### src/rtl/rr_arb_pkg.sv
`default_nettype none
// ============================================================================
//  Module   : rr_arb_pkg
//  Purpose  : Shared types and constants for the 8-way round-robin arbiter.
//  Revision : 1.0  initial release
// ============================================================================
package rr_arb_pkg;

    localparam int NREQ = 8;
    localparam int IDXW = 3;

    typedef enum logic [0:0] {
        IDLE  = 1'b0,
        GRANT = 1'b1
    } state_t;

    function automatic logic [NREQ-1:0] idx_to_onehot(input logic [IDXW-1:0] idx);
        logic [NREQ-1:0] v;
        v      = '0;
        v[idx] = 1'b1;
        return v;
    endfunction

endpackage
`default_nettype wire

### src/rtl/rr_pick8.sv
`default_nettype none
// ============================================================================
//  Module   : rr_pick8
//  Purpose  : Combinational round-robin picker; searches upward from ptr+1
//             with wrap-around and returns the first asserted request.
//  Revision : 1.0  initial release
// ============================================================================
module rr_pick8
    import rr_arb_pkg::*;
(
    input  logic [NREQ-1:0] req,
    input  logic [IDXW-1:0] ptr,
    output logic            any,
    output logic [IDXW-1:0] idx
);

    logic [2*NREQ-1:0] w_dbl;
    logic [IDXW:0]     w_base;
    logic [NREQ-1:0]   w_rot;
    logic [IDXW-1:0]   w_off;

    // Rotate so bit 0 of w_rot is requester ptr+1; the lowest set bit wins.
    assign w_dbl  = {req, req};
    assign w_base = {1'b0, ptr} + {{IDXW{1'b0}}, 1'b1};
    assign w_rot  = w_dbl[w_base +: NREQ];

    always_comb begin
        w_off = '0;
        for (int k = NREQ - 1; k >= 0; k--) begin
            if (w_rot[k]) begin
                w_off = IDXW'(k);
            end
        end
    end

    assign any = |req;
    assign idx = ptr + IDXW'(1) + w_off;

endmodule
`default_nettype wire

### src/rtl/rr_arb8_enc.sv
`default_nettype none
// ============================================================================
//  Module   : rr_arb8_enc
//  Purpose  : 8-requester round-robin arbiter with one-hot and encoded grant.
//             Optional grant timeout enabled by defining RR_ARB8_TIMEOUT_EN.
//  Revision : 1.0  initial release
// ============================================================================
module rr_arb8_enc
    import rr_arb_pkg::*;
#(
    parameter int MAX_HOLD = 16
) (
    input  logic            clk,
    input  logic            rst,
    input  logic [NREQ-1:0] req,
    input  logic            rel,
    output logic [NREQ-1:0] gnt,
    output logic [IDXW-1:0] gnt_idx,
    output logic            gnt_vld,
    output logic            tout
);

    if (MAX_HOLD < 1 || MAX_HOLD > 255) begin : g_bad_max_hold
        $error("rr_arb8_enc: MAX_HOLD must be in 1..255");
    end

    state_t          r_state;
    logic [IDXW-1:0] r_ptr;
    logic            w_any;
    logic [IDXW-1:0] w_idx;
    logic            w_release;

    rr_pick8 u_pick (
        .req (req),
        .ptr (r_ptr),
        .any (w_any),
        .idx (w_idx)
    );

    // Explicit release and a dropped request collapse into one release event.
    assign w_release = rel | ~req[gnt_idx];

`ifdef RR_ARB8_TIMEOUT_EN
    localparam logic [7:0] C_HOLD_LAST = 8'(MAX_HOLD - 1);
    logic [7:0] r_cnt;
    logic       r_tout;
    assign tout = r_tout;
`else
    assign tout = 1'b0;
`endif

    always_ff @(posedge clk) begin
        if (rst) begin
            r_state <= IDLE;
            gnt     <= '0;
            gnt_idx <= '0;
            gnt_vld <= 1'b0;
            r_ptr   <= 3'd7;
`ifdef RR_ARB8_TIMEOUT_EN
            r_cnt   <= '0;
            r_tout  <= 1'b0;
`endif
        end else begin
`ifdef RR_ARB8_TIMEOUT_EN
            r_tout <= 1'b0;
`endif
            case (r_state)
                IDLE: begin
                    if (w_any) begin
                        r_state <= GRANT;
                        gnt     <= idx_to_onehot(w_idx);
                        gnt_idx <= w_idx;
                        gnt_vld <= 1'b1;
                        r_ptr   <= w_idx;
`ifdef RR_ARB8_TIMEOUT_EN
                        r_cnt   <= '0;
`endif
                    end
                end
                GRANT: begin
                    if (w_release) begin
                        r_state <= IDLE;
                        gnt     <= '0;
                        gnt_idx <= '0;
                        gnt_vld <= 1'b0;
`ifdef RR_ARB8_TIMEOUT_EN
                    end else if (r_cnt == C_HOLD_LAST) begin
                        r_state <= IDLE;
                        gnt     <= '0;
                        gnt_idx <= '0;
                        gnt_vld <= 1'b0;
                        r_tout  <= 1'b1;
                    end else begin
                        r_cnt   <= r_cnt + 8'd1;
`endif
                    end
                end
                default: begin
                    r_state <= IDLE;
                end
            endcase
        end
    end

endmodule
`default_nettype wire

### config.mk
export PLATFORM = sky130hd
export DESIGN_NAME = rr_arb8_enc
export DESIGN_NICKNAME = d
export VERILOG_FILES = /design/src/rtl/rr_arb_pkg.sv /design/src/rtl/rr_pick8.sv /design/src/rtl/rr_arb8_enc.sv
export SDC_FILE = /design/constraint.sdc
export NUM_CORES = 1
export LEC_CHECK = 0
export ABC_AREA = 1
export CAP_MARGIN = 20
export CELL_PAD_IN_SITES_DETAIL_PLACEMENT = 1
export CELL_PAD_IN_SITES_GLOBAL_PLACEMENT = 2
export CORE_MARGIN = 1
export CORE_UTILIZATION = 32
export CTS_BUF_LIST = sky130_fd_sc_hd__clkbuf_4 sky130_fd_sc_hd__clkbuf_8
export DETAILED_ROUTE_END_ITERATION = 10
export PLACE_DENSITY = 0.95
export SETUP_SLACK_MARGIN = 0.1
export SLEW_MARGIN = 25
export SYNTH_ARGS = -nofsm -noshare
export SYNTH_HDL_FRONTEND = slang
export SYNTH_SLANG_ARGS = --single-unit
export TNS_END_PERCENT = 10
### constraint.sdc
create_clock -name clk -period 5.75 [get_ports clk]
set_input_delay 1.4375 -clock clk [delete_from_list [all_inputs] [get_ports clk]]
set_output_delay 1.4375 -clock clk [all_outputs]
set_load 0.01 [all_outputs]
==> flow_metrics.tcl <==
set metrics [dict create \
    area_delta_synth_final_pct 22.0 \
    clock.fmax_mhz 239 \
    die_y_um 64.8 \
    cts_made_buffers 3 \
    drt_wl_total_mm 3.73 \
    power.internal_uw 446 \
    diodes 0 \
    seq_power_share_pct 21.5 \
    ant_nets 0 \
    hold_depth 2 \
    clk_latency_ns 0.25 \
    cp-start-kind "primary input" \
    via_per_inst 5.28 \
    worstRegToRegCells 16 \
    rsz0062_at_grt "false" \
    fin_util_pct 41.4 \
    crit_type "in2reg" \
    cts-hold-fix-buffers 0 \
    netlist_area_mm2 0.00126 \
    cts_max_level 1 \
    multi_input_area_um2 848 \
    wire_per_inst_um 15.1 \
    start_util_pct 33.9 \
    worstMarginPinSlew_ns 0.853 \
    crit_arrival_ns 4.36 \
    critPathCaptureType "flip-flop" \
    cts-root-buf "clkbuf_8" \
    vias 1299 \
    p_total_uw 964 \
    yosys-top-cells-area "dfxtp_1 (25%), nand2_1 (14%), nand3_2 (8.7%), nand3_1 (7.5%), nand2_2 (6.4%)" \
    drive_above_1_share_pct 20.2 \
    synthCells 179 \
    power_switching_uw 517 \
    synth_cell_types 30 \
    slew_violations 0 \
    final_cell_mix "nand2_1 (47), clkdlybuf4s50_1 (22), nand3_1 (19), a21oi_1 (16), dfxtp_1 (16)" \
    rows 22 \
    overflow 0 \
    combPwrFrac_pct 69.9 \
    port_buffers 22 \
    final_common_cell "nand2_1" \
    cts_resized 0 \
    grt_pass1_wl_mm 6.32 \
    fin_hold_ws_ns 0.470 \
    worst_ir_drop_vdd_mv 0.230 \
    tritoncts "built" \
    grt_util_all_layers_pct 19.5 \
    min_period_over_period_pct 72.7 \
    seq_area_um2 320 \
    cts.reportedPaths.clkPinSlew_ns 0.06 \
    status "finished, final reports clean" \
    yosys.area.top_type "dfxtp_1" \
    fin_skew_ns 0.00278 \
    first_pass_iters 4 \
    post_cts_buffers 0 \
    io_pins 24 \
    route.detailed.drc 0 \
    final-hold-violation-count 0 \
    total_leakage_power_nw 0.661 \
    clk_path_buf_depth 2 \
    critPathRequiredTime_ns 5.93 \
    relSlewSlack_pct 42.8 \
    clkPwrFrac_pct 8.7 \
    drtIter0Drc 18 \
    tns_ns 0 \
    synth.avg_cell_area_um2 7.05 \
    synth_top_area_share_pct 25.4 \
    p_per_area_mw_per_mm2 626 \
    fillerInstances 492 \
    grt_pass1_vias 1427 \
    cts_sinks 16 \
    layout_setup_ws_ns 1.57 \
    ys_ff_latch 16 \
    antenna_found_initial 0 \
    worstHoldPathType "reg2reg" \
    yosysWarnings 0 \
    setup_viol 0 \
    core_area_mm2 0.00372 \
    drv_cap 0 \
    dp_slack_ns 1.33 \
    worstPathMaxFanout 6 \
    die_area_mm2 0.00420 \
    gp_congestion 0.818 \
    fin_crit_ns 4.18 \
    synth_fp_nets 192 \
    switching_share_pct 53.7 \
    die_x_um 64.8 \
    dp_hpwl_mm 3.00 \
    ys_seq_area_share_pct 25.4 \
    nets 213 \
    grt_max_degree 15 \
]
area by class of cell:
| type | instances | area share (%) |
|---|---|---|
| clock buffer | 3 | 2.68 |
| tap | 48 | 3.90 |
| inverter | 11 | 3.17 |
| timing repair buffer | 22 | 14.3 |
| multi-input combinational | 146 | 55.1 |
| sequential | 16 | 20.8 |
synthesized netlist by cell type (all sizes together):
library cell	instances
ha	1
o21bai	1
fa	1
nor3	1
nor2	12
xor2	1
clkbuf	1
o21ai	4
o211ai	5
a21oi	16
buf	5
nand4	4
conb	1
nor3b	1
nand3	31
inv	11
a31oi	1
dfxtp	16
nand2	66
sequential cells by signal (all words and copies together), names as in the netlist:
register / count
gnt_vld: 1
gnt: 8
r_ptr: 3
r_state: 1
gnt_idx: 3
power groups by stage:
stage          Sequential, mW  Clock [mW]  Combinational, mW
2_1_floorplan           0.187           0              0.522
3_3_place_gp            0.204           0              0.644
3_5_place_dp            0.209           0              0.675
4_1_cts                 0.207      0.0843              0.678
5_1_grt                 0.213      0.0895              0.755
6_report                0.207      0.0834              0.673
worst paths after layout:
check	from	end	slack, ns
hold reg to reg	gnt[1]	gnt[1]	0.47
hold / removal	gnt[1]	gnt[1]	0.47
setup reg to reg	r_ptr[1]	gnt[7]	2.68
setup / recovery	req[7]	gnt[7]	1.57
per-stage QoR:
step                      instance area (µm²)  cells
final                                    1540    246
after global routing                     1540    246
after CTS                                1540    246
after detailed placement                 1500    243
after global placement                   1500    243
after floorplan                          1260    179
critical path: stages:
cell	delay (ns)
clkdlybuf4s50_1	0.60
nand2_1	0.13
nand3_1	0.16
nand3_1	0.09
nand2_1	0.13
a31oi_1	0.07
o21ai_0	0.16
nand2_1	0.07
nand2_1	0.06
nand2_1	0.06
ha_1	0.19
fa_1	0.38
xor2_1	0.27
inv_1	0.12
nand3_4	0.14
nand4_1	0.12
a21oi_1	0.15
per-layer routing:
| metal | global-route usage (%) | routed length [µm] |
|---|---|---|
| met1 | 22.0 | 1600 |
| met2 | 37.2 | 2020 |
| met3 | 2.11 | 66 |
| met4 | 6.39 | 31 |
| met5 | 0 | 0 |
cell families after synthesis:
family,count (synthesis),share of synthesized area [%]
AOI/OAI and AO/OA,27,12.0
xor gates and xnor gates,1,0.695
DFF,16,25.4
and+or+nand+nor,115,51.7
buffers and inverters,17,7.34
adders and majority gates,2,2.58
other,1,0.297
No activity file was read; power rests on OpenSTA's default activity.
